**config.mk**
```make
export PLATFORM = sky130hd
export DESIGN_NAME = io_uart_responder
export DESIGN_NICKNAME = d
export VERILOG_FILES = /design/src/rtl/io_uart_responder.sv
export SDC_FILE = /design/constraint.sdc
export NUM_CORES = 1
export LEC_CHECK = 0
export BUFFER_PORTS_ARGS = -buffer_cell sky130_fd_sc_hd__clkbuf_2
export CAP_MARGIN = 25
export CORE_ASPECT_RATIO = 1.2
export CORE_MARGIN = 1.5
export CORE_UTILIZATION = 40
export DETAILED_ROUTE_END_ITERATION = 8
export SLEW_MARGIN = 10
export SYNTH_ARGS = -nofsm -noshare
export SYNTH_HDL_FRONTEND = slang
export SYNTH_SLANG_ARGS = --single-unit
```
**constraint.sdc**
```tcl
create_clock -name i_clk -period 3.1 [get_ports i_clk]
set_clock_uncertainty 0.1 [all_clocks]
set_input_delay 0.93 -clock i_clk [delete_from_list [all_inputs] [get_ports i_clk]]
set_output_delay 0.93 -clock i_clk [all_outputs]
set_load 0.01 [all_outputs]
```
**src/rtl/io_uart_responder.sv**
```systemverilog
// rtl/io_uart_responder.sv - CPU I/O strobe responder with TX FIFO and 8N1 UART (optional IO_UART_LOOPBACK_EN)
module io_uart_responder #(
    parameter int CLKS_PER_BIT = 16,
    parameter int TX_DEPTH     = 4
) (
    input  logic       i_clk,
    input  logic       i_reset,
    input  logic [7:0] i_bus,
    input  logic       i_ctrlWrOut,
    input  logic       i_ctrlInNoe,
    output logic [7:0] o_bus,
    output logic       o_busOE,
    input  logic       i_uartRx,
`ifdef IO_UART_LOOPBACK_EN
    input  logic       i_loopback,
`endif
    output logic       o_uartTx,
    output logic       o_txFull,
    output logic       o_txBusy,
    output logic       o_rxValid,
    output logic       o_txOverflow,
    output logic       o_rxOverrun,
    output logic       o_rxFrameErr
);

    localparam int PW = $clog2(TX_DEPTH);
    localparam int CW = $clog2(TX_DEPTH) + 1;
    localparam logic [CW-1:0] DEPTH     = CW'(TX_DEPTH);
    localparam logic [7:0]    BIT_LAST  = 8'(CLKS_PER_BIT - 1);
    localparam logic [7:0]    HALF_LAST = 8'(CLKS_PER_BIT / 2 - 1);

    localparam logic [1:0] ST_IDLE  = 2'd0;
    localparam logic [1:0] ST_START = 2'd1;
    localparam logic [1:0] ST_DATA  = 2'd2;
    localparam logic [1:0] ST_STOP  = 2'd3;

    logic [7:0]    fifo_mem [TX_DEPTH];
    logic [PW-1:0] wr_ptr;
    logic [PW-1:0] rd_ptr;
    logic [CW-1:0] count;
    logic          push;
    logic          pop;

    logic [1:0] tx_state;
    logic [7:0] tx_timer;
    logic [7:0] tx_shift;
    logic [2:0] tx_idx;
    logic       tx_line;

    logic       rx_src;
    logic       sync1;
    logic       sync2;
    logic       rx_prev;
    logic [1:0] rx_state;
    logic [7:0] rx_timer;
    logic [7:0] rx_shift;
    logic [2:0] rx_idx;
    logic       rx_brk;
    logic       rx_done;
    logic [7:0] rx_hold;
    logic       rx_valid;
    logic       inoe_q;
    logic       read_edge;

    logic tx_overflow;
    logic rx_overrun;
    logic rx_frame_err;

    // The shifter takes the next byte both from IDLE and at the end of STOP, so frames run back-to-back.
    assign pop  = (count != '0) &&
                  ((tx_state == ST_IDLE) || ((tx_state == ST_STOP) && (tx_timer == 8'd0)));
    assign push = i_ctrlWrOut && ((count != DEPTH) || pop);

    always_ff @(posedge i_clk) begin
        if (push) begin
            fifo_mem[wr_ptr] <= i_bus;
        end
    end

    always_ff @(posedge i_clk) begin
        if (i_reset) begin
            wr_ptr      <= '0;
            rd_ptr      <= '0;
            count       <= '0;
            tx_overflow <= 1'b0;
        end else begin
            if (push) begin
                wr_ptr <= wr_ptr + 1'b1;
            end
            if (pop) begin
                rd_ptr <= rd_ptr + 1'b1;
            end
            case ({push, pop})
                2'b10:   count <= count + 1'b1;
                2'b01:   count <= count - 1'b1;
                default: count <= count;
            endcase
            if (i_ctrlWrOut && !push) begin
                tx_overflow <= 1'b1;
            end
        end
    end

    always_ff @(posedge i_clk) begin
        if (i_reset) begin
            tx_state <= ST_IDLE;
            tx_timer <= 8'd0;
            tx_shift <= 8'd0;
            tx_idx   <= 3'd0;
        end else begin
            case (tx_state)
                ST_IDLE: begin
                    if (pop) begin
                        tx_shift <= fifo_mem[rd_ptr];
                        tx_timer <= BIT_LAST;
                        tx_state <= ST_START;
                    end
                end
                ST_START: begin
                    if (tx_timer == 8'd0) begin
                        tx_timer <= BIT_LAST;
                        tx_idx   <= 3'd0;
                        tx_state <= ST_DATA;
                    end else begin
                        tx_timer <= tx_timer - 8'd1;
                    end
                end
                ST_DATA: begin
                    if (tx_timer == 8'd0) begin
                        tx_timer <= BIT_LAST;
                        if (tx_idx == 3'd7) begin
                            tx_state <= ST_STOP;
                        end else begin
                            tx_idx <= tx_idx + 3'd1;
                        end
                    end else begin
                        tx_timer <= tx_timer - 8'd1;
                    end
                end
                default: begin
                    if (tx_timer == 8'd0) begin
                        if (pop) begin
                            tx_shift <= fifo_mem[rd_ptr];
                            tx_timer <= BIT_LAST;
                            tx_state <= ST_START;
                        end else begin
                            tx_state <= ST_IDLE;
                        end
                    end else begin
                        tx_timer <= tx_timer - 8'd1;
                    end
                end
            endcase
        end
    end

    always_comb begin
        tx_line = 1'b1;
        case (tx_state)
            ST_START: tx_line = 1'b0;
            ST_DATA:  tx_line = tx_shift[tx_idx];
            default:  tx_line = 1'b1;
        endcase
    end

`ifdef IO_UART_LOOPBACK_EN
    assign rx_src   = i_loopback ? tx_line : i_uartRx;
    assign o_uartTx = i_loopback ? 1'b1 : tx_line;
`else
    assign rx_src   = i_uartRx;
    assign o_uartTx = tx_line;
`endif

    always_ff @(posedge i_clk) begin
        if (i_reset) begin
            sync1   <= 1'b1;
            sync2   <= 1'b1;
            rx_prev <= 1'b1;
        end else begin
            sync1   <= rx_src;
            sync2   <= sync1;
            rx_prev <= sync2;
        end
    end

    // A good stop bit completes a byte; the holding register decides whether it is kept.
    assign rx_done = (rx_state == ST_STOP) && !rx_brk && (rx_timer == BIT_LAST) && sync2;

    always_ff @(posedge i_clk) begin
        if (i_reset) begin
            rx_state     <= ST_IDLE;
            rx_timer     <= 8'd0;
            rx_shift     <= 8'd0;
            rx_idx       <= 3'd0;
            rx_brk       <= 1'b0;
            rx_frame_err <= 1'b0;
        end else begin
            case (rx_state)
                ST_IDLE: begin
                    if (rx_prev && !sync2) begin
                        rx_timer <= 8'd0;
                        rx_state <= ST_START;
                    end
                end
                ST_START: begin
                    if (rx_timer == HALF_LAST) begin
                        rx_timer <= 8'd0;
                        rx_idx   <= 3'd0;
                        rx_state <= sync2 ? ST_IDLE : ST_DATA;
                    end else begin
                        rx_timer <= rx_timer + 8'd1;
                    end
                end
                ST_DATA: begin
                    if (rx_timer == BIT_LAST) begin
                        rx_timer <= 8'd0;
                        rx_shift <= {sync2, rx_shift[7:1]};
                        if (rx_idx == 3'd7) begin
                            rx_state <= ST_STOP;
                        end else begin
                            rx_idx <= rx_idx + 3'd1;
                        end
                    end else begin
                        rx_timer <= rx_timer + 8'd1;
                    end
                end
                default: begin
                    if (rx_brk) begin
                        if (sync2) begin
                            rx_brk   <= 1'b0;
                            rx_state <= ST_IDLE;
                        end
                    end else if (rx_timer == BIT_LAST) begin
                        if (sync2) begin
                            rx_state <= ST_IDLE;
                        end else begin
                            rx_brk       <= 1'b1;
                            rx_frame_err <= 1'b1;
                        end
                    end else begin
                        rx_timer <= rx_timer + 8'd1;
                    end
                end
            endcase
        end
    end

    assign read_edge = inoe_q && !i_ctrlInNoe;

    always_ff @(posedge i_clk) begin
        if (i_reset) begin
            inoe_q     <= 1'b1;
            rx_hold    <= 8'd0;
            rx_valid   <= 1'b0;
            rx_overrun <= 1'b0;
        end else begin
            inoe_q <= i_ctrlInNoe;
            if (rx_done) begin
                if (!rx_valid || read_edge) begin
                    rx_hold  <= rx_shift;
                    rx_valid <= 1'b1;
                end else begin
                    rx_overrun <= 1'b1;
                end
            end else if (read_edge) begin
                rx_valid <= 1'b0;
            end
        end
    end

    assign o_busOE      = ~i_ctrlInNoe;
    assign o_bus        = i_ctrlInNoe ? 8'h00 : rx_hold;
    assign o_txFull     = (count == DEPTH);
    assign o_txBusy     = (count != '0) || (tx_state != ST_IDLE);
    assign o_rxValid    = rx_valid;
    assign o_txOverflow = tx_overflow;
    assign o_rxOverrun  = rx_overrun;
    assign o_rxFrameErr = rx_frame_err;

endmodule

```
==> results of run 1 <==
## state kept, by name, summed over array words and instances (netlist names), 8 cells and up, named ones only
register  cells
fifo_mem     32
rx_hold       8
rx_shift      8
rx_timer      8
tx_shift      8
tx_timer      8
## report_power, final
group | total (uW) | switching, uW | internal, uW
registers | 1710 | 178 | 1530
logic | 1480 | 788 | 688
clock network | 1060 | 502 | 557
total | 4240 | 1470 | 2780
## placed cells by master (no fill, tap or decap), drive strengths merged, types with 2 or more instances in the layout
cell    instances
a211oi          4
a21boi          2
a21oi          25
a311oi          4
a31oi           6
a32oi           2
and2            6
and3            2
buf             9
clkbuf         37
clkinv          3
dfxtp          68
edfxtp         32
ha             14
inv            19
mux2i          29
mux4           10
nand2          24
nand2b          7
nand3          11
nand4           4
nor2           61
nor2b          11
nor3            9
nor4b           2
o211ai          2
o21ai          11
or2             5
or3             6
or4             2
or4b            2
xnor2           2
xor2            5
## cells by family after synthesis
group / after synthesis
adder cells (fa/ha/maj): 15
flip-flops: 100
AND/OR/NAND/NOR: 157
XOR/XNOR: 7
buffers and inverters: 35
AO/OA/AOI/OAI: 74
multiplexers: 40
## through the flow
step	util	hold slack (ns)	power (uW)
floorplan	-	0.289	2830
global placement	0.440	0.310	3140
detailed placement	0.440	0.304	3210
CTS	0.466	0.324	4280
global route	0.467	0.345	4550
finish	0.467	0.323	4240
## per-layer routing
layer  share of wire  wire length [um]  up-vias
met5               0                 0        -
met4           0.020               167        0
met3           0.026               224       15
met1            0.45              3820     1530
li1                -                 -     1603
met2            0.50              4240       45
## cell usage after synthesis (6+ instances only)
library cell  count  area share
dfxtp_1          68        0.30
nor2_1           60       0.050
edfxtp_1         32        0.21
mux2i_1          29       0.064
a21oi_1          25       0.028
nand2_1          24       0.020
clkbuf_1         16       0.013
inv_1            16       0.013
ha_1             14       0.039
nand3_1          11       0.012
nor2b_1          11       0.015
mux4_2           10       0.050
o21ai_0          10       0.011
nand2b_1          7      0.0097
nor3_1            7      0.0077
a31oi_1           6      0.0083
and2_1            6      0.0083
or3_1             6      0.0083
## area by class of cell
cell class              instances  area, um^2  share of cell area
repair buffers                 37         220              0.0427
flip-flops and latches        100        2320               0.451
inverters                      16        60.1              0.0117
well taps                     132         165              0.0320
clock inverters                 7        58.8              0.0114
clock buffers                   9         225              0.0437
multi-input cells             293        2100               0.408
## path summary, 6_finish.rpt
check        cells past startpoint                    from  slack [ns]                     to
max                             11  tx_timer[1]$_SDFF_PP0_        0.23  count[1]$_SDFFE_PP0P_
max reg2reg                     11  tx_timer[1]$_SDFF_PP0_        0.23  count[1]$_SDFFE_PP0P_
min reg2reg                      1        sync1$_SDFF_PP1_        0.32       sync2$_SDFF_PP1_
min                              1        sync1$_SDFF_PP1_        0.32       sync2$_SDFF_PP1_
## timing repair
action	4_1_cts	5_1_grt
resized for setup	0	2
endpoints found under the hold margin	0	0
endpoints found under the setup margin	0	1
==> summary.md, run 1 <==
| Metric | Value |
|---|---|
| Outcome | completed |
| Via count of the first global-routing pass | 3159 |
| Setup violations, final | 0 |
| DR WL/cell | between 10 and 15 um |
| Setup TNS | 0 ns |
| Crit share post-route | 0.927 |
| Vias per std cell | roughly 5.4 |
| Hold Crit Class | flop to flop |
| CTS H-tree lvls | 3 |
| Clock-pin slew on the worst setup and hold paths | roughly 0.070 ns |
| GPL Wtd Cong | 0.826 |
| Slowest stage delay, CP | 0.49 ns |
| Die Area | approximately 12000 um^2 |
| Final Slew Violations | 0 |
| Met2 usage | 0.253 |
| Critical Path AT | 3.04 ns |
| Compound-gate portion of the synthesized area | 0.108 |
| Placed cell area | ~4900 um^2 |
| Slowest CP cell | fa_1 |
| Largest delay contributor family on the critical path | simple AND/OR/NAND/NOR gates |
| F_max | roughly 0.35 GHz |
| Pre-CTS setup slack | 0.134 ns |
| Rows | 42 |
| Post-Syn Area | 4530 um^2 |
| Slew margin rel. | 0.626 |
| First-pass GRT wire length | 14600 um |
| IO Count | 29 |
| DRC | 0 |
| Synth Area in XOR/XNOR | 0.0135 |
| Antenna viol nets, final | 0 |
| Ys async rst share | 0 |
| Final nets | approximately 490 |
| Placed insts | 578 |
| Slew @ Worst Pin | ~0.56 ns |
| Final hold vios | 0 |
| Floorplan die width | about 100 um |
| Initial antenna violation count | 0 |
| RSZ-0062 raised after global routing | no |
| All-Layer GR Usage | 0.154 |
| Max capacitance violation total | 0 |
| Mean post-synth cell area | ~11 um^2 |
| Drt total wl | ~8500 um |
| CP Buf/Inv Count | 1 |
| Via count | 3193 |
| Synth cell types | 65 |
| Final worst setup slack | between 0.2 and 0.25 ns |
| Critical path class | flop to flop |
| Mapped Cells | 428 |
| Met3 track demand over resource | 0.0338 |
| Starting density of the core | 0.411 |
| DP Wirelength | 5950 um |
| Crit. End Element | flop |
| Num CTS Buffers | 9 |
| Post-CTS Setup Bufs | 0 |
| Syn_nets | ~460 |
| Iter 0 DRT Violations | 140 |
| CP cell instances | inv_1 -> ha_4 -> nor4b_4 -> a31oi_2 -> or3_4 -> fa_1 -> or4b_4 -> o21ai_1 -> o32a_1 -> a21oi_1 -> nor3_1 |
| Largest net degree at the start of global routing | 48 |
| Grt ovf | 0 |
| Synth warn | 0 |
| Post-Synth Simple-Gate Area | 0.177 |
| IO Port Bufs | 28 |
| Sequential area share after synthesis | 0.513 |
| Diodes inserted | 0 |
| Ys flop type | dfxtp_1 |
| CTS root buffer | clkbuf_16 |
| Pwr dens | ~820 nW/um^2 |
| Fraction of the mapped netlist area in adder cells | 0.0431 |
| Max Fanout on Critical Path | 5 |
| Layout Cells excl Fill | 594 |
| Largest family of logic cells by synthesized area | simple AND/OR/NAND/NOR gates |
| Post-synth EDFFs | 32 |
| CTS tree | built |
| FF+latch count, synth | 100 |
| Layout cell share with drive strength beyond 1 | 0.177 |
| Most Crowded Layer GR | met2 |
| CTS max path bufs | 2 |
| CTS Hold Bufs | 0 |
| Fillers | around 1100 |
| Drt first pass iters | 4 |
| Fin crit period | 2.87 ns |
| Peak supply drop | between 0.3 and 0.4 mV |
| Post-synthesis mux area share | 0.116 |
| Core area | about 11000 um^2 |
| Sink Count | 100 |
| Leakage | ~0.0019 uW |
| Final instance area | 5150 um^2 |
| Critical path startpoint category | flop |
| Die Y | 120 um |
| Synthesis-to-layout area growth | 13.8% |
| Clk Latency, worst-skew pair | around 0.34 ns |
| Grt met1 use | 0.192 |
| Worst EP required | 3.27 ns |
Note: power is estimated with default switching activity, not from simulation.
==> run 2, diff against run 1 <==
Settings changed: RECOVER_POWER set to 50.
==> run 2 against run 1 <==
  * Clock power barely moved
  * Power fell by 0.39%
  * Flip-flop and latch count did not move
  * Routed wire length fell by 0.11%
  * Maximum frequency rose by 0.12%
  * Critical path depth did not move
  * Worst hold slack barely moved
  * Global-route usage did not move
  * Non-clock buffer count did not move
  * Sequential power barely moved
  * Via count rose by 0.56%
==> summary.md, run 2 (synthesis results as in run 1) <==
| Metric | Value |
|---|---|
| Outcome | completed |
| Die Area | roughly 12000 um^2 |
| Antenna viol nets, final | 0 |
| All-Layer GR Usage | 0.154 |
| Sw Share | 0.347 |
| Switching pwr | 1470 uW |
| CP cell instances | inv_1 -> ha_4 -> nor4b_4 -> a31oi_2 -> or3_4 -> fa_1 -> or4b_4 -> o21ai_1 -> o32a_1 -> a21oi_1 -> nor3_1 |
| Num CTS Buffers | 9 |
| Largest delay contributor family on the critical path | simple AND/OR/NAND/NOR gates |
| Clock power share | 0.251 |
| Die Y | ~120 um |
| Max Fanout on Critical Path | 5 |
| Slowest stage delay, CP | between 0.4 and 0.5 ns |
| Crit share post-route | 0.925 |
| Slew margin rel. | 0.391 |
| Synthesis-to-layout area growth | 12.9% |
| Critical path class | flop to flop |
| Clk Latency, worst-skew pair | roughly 0.34 ns |
| Total power | about 4200 uW |
| Setup TNS | 0 ns |
| CTS tree | built |
| Core Util, Final | 0.463 |
| Starting density of the core | 0.411 |
| CTS H-tree lvls | 3 |
| Post-CTS Setup Bufs | 0 |
| Drt first pass iters | 5 |
| Grt ovf | 0 |
| Layout cell share with drive strength beyond 1 | 0.145 |
| Setup violations, final | 0 |
| Post-CTS resize count | 0 |
| DP Wirelength | ~5900 um |
| Sink Count | 100 |
| Pwr dens | around 830 nW/um^2 |
| Crit. End Element | flop |
| CTS root buffer | clkbuf_16 |
| Final hold vios | 0 |
| Final nets | slightly below 500 |
| Drt total wl | 8450 um |
| GPL Wtd Cong | between 0.8 and 0.9 |
| Worst EP required | around 3.3 ns |
| Flop pwr share | 0.404 |
| Rows | 42 |
| Fin crit period | ~2.9 ns |
| Gate power share | 0.345 |
| Via count | 3211 |
| IO Count | 29 |
| CTS Hold Bufs | 0 |
| Clock-pin slew on the worst setup and hold paths | about 0.070 ns |
| Fillers | 1080 |
| Leakage | between 0.0015 and 0.002 uW |
| Critical path startpoint category | flop |
| Iter 0 DRT Violations | 155 |
| Final Slew Violations | 0 |
| F_max | ~0.35 GHz |
| Hold Crit Class | flop to flop |
| CP Buf/Inv Count | 1 |
| Slew @ Worst Pin | around 0.9 ns |
| Largest net degree at the start of global routing | 48 |
| RSZ-0062 raised after global routing | no |
| Diodes inserted | 0 |
| Peak supply drop | between 0.3 and 0.4 mV |
| Vias per std cell | roughly 5.4 |
| CTS max path bufs | 2 |
| Floorplan die width | 100 um |
| First-pass GRT wire length | about 15000 um |
| Max capacitance violation total | 0 |
| Internal | roughly 2800 uW |
| Slowest CP cell | fa_1 |
| Max reg flops | 32 |
| Via count of the first global-routing pass | between 3000 and 4000 |
| Most frequent cells in the layout | dfxtp_1 (68), nor2_1 (60), edfxtp_1 (32) |
| Core area | 11000 um^2 |
| Most common cell after layout, fill and taps aside | dfxtp_1 |
| Critical Path AT | about 3.0 ns |
| DRC | 0 |
| DR WL/cell | between 10 and 15 um |
| Largest Register | fifo_mem |
| IO Port Bufs | 28 |
| Initial antenna violation count | 0 |
## run 2: cell count changes in the layout (fill, tap and decap cells not counted), sizes merged
cell	previous run	this run
buf	9	6
clkbuf	37	40
## run 2: area by class of cell
cell class,instances,area (um^2),share of cell area
clock buffers,9,225,0.0440
clock inverters,7,58.8,0.0115
repair buffers,37,181,0.0355
well taps,132,165,0.0323
inverters,16,60.1,0.0117
multi-input cells,293,2100,0.411
flip-flops and latches,100,2320,0.454
## run 2: path summary, 6_finish.rpt
path                           from               endpoint  slack [ns]  cells after the start
max          tx_timer[1]$_SDFF_PP0_  count[1]$_SDFFE_PP0P_        0.23                     11
min                sync1$_SDFF_PP1_       sync2$_SDFF_PP1_        0.32                      1
max reg2reg  tx_timer[1]$_SDFF_PP0_  count[1]$_SDFFE_PP0P_        0.23                     11
min reg2reg        sync1$_SDFF_PP1_       sync2$_SDFF_PP1_        0.32                      1
## run 2: metal layers
metal  up-vias  global-route usage  share of wire
met3        15              0.0338          0.029
met1      1543               0.192           0.45
met5         -                   0              0
met4         0              0.0713          0.020
met2        48               0.253           0.50
li1       1605                   -              -
## run 2: through the flow
step	area, um^2	setup slack (ns)	instances	hold WS (ns)
2_1_floorplan	4560	0.0427	428	0.289
3_3_place_gp	4860	0.173	578	0.310
3_5_place_dp	4860	0.134	578	0.304
4_1_cts	5140	0.140	594	0.324
5_1_grt	5110	0.0153	594	0.345
6_report	5110	0.231	594	0.323
## run 2: power groups by stage
| stage | Combinational (uW) | Sequential [uW] | Clock [uW] |
|---|---|---|---|
| after floorplan | 1180 | 1650 | 0 |
| after global placement | 1420 | 1730 | 0 |
| after detailed placement | 1460 | 1740 | 0 |
| after CTS | 1470 | 1710 | 1090 |
| after global routing | 1640 | 1740 | 1150 |
| final | 1460 | 1710 | 1060 |
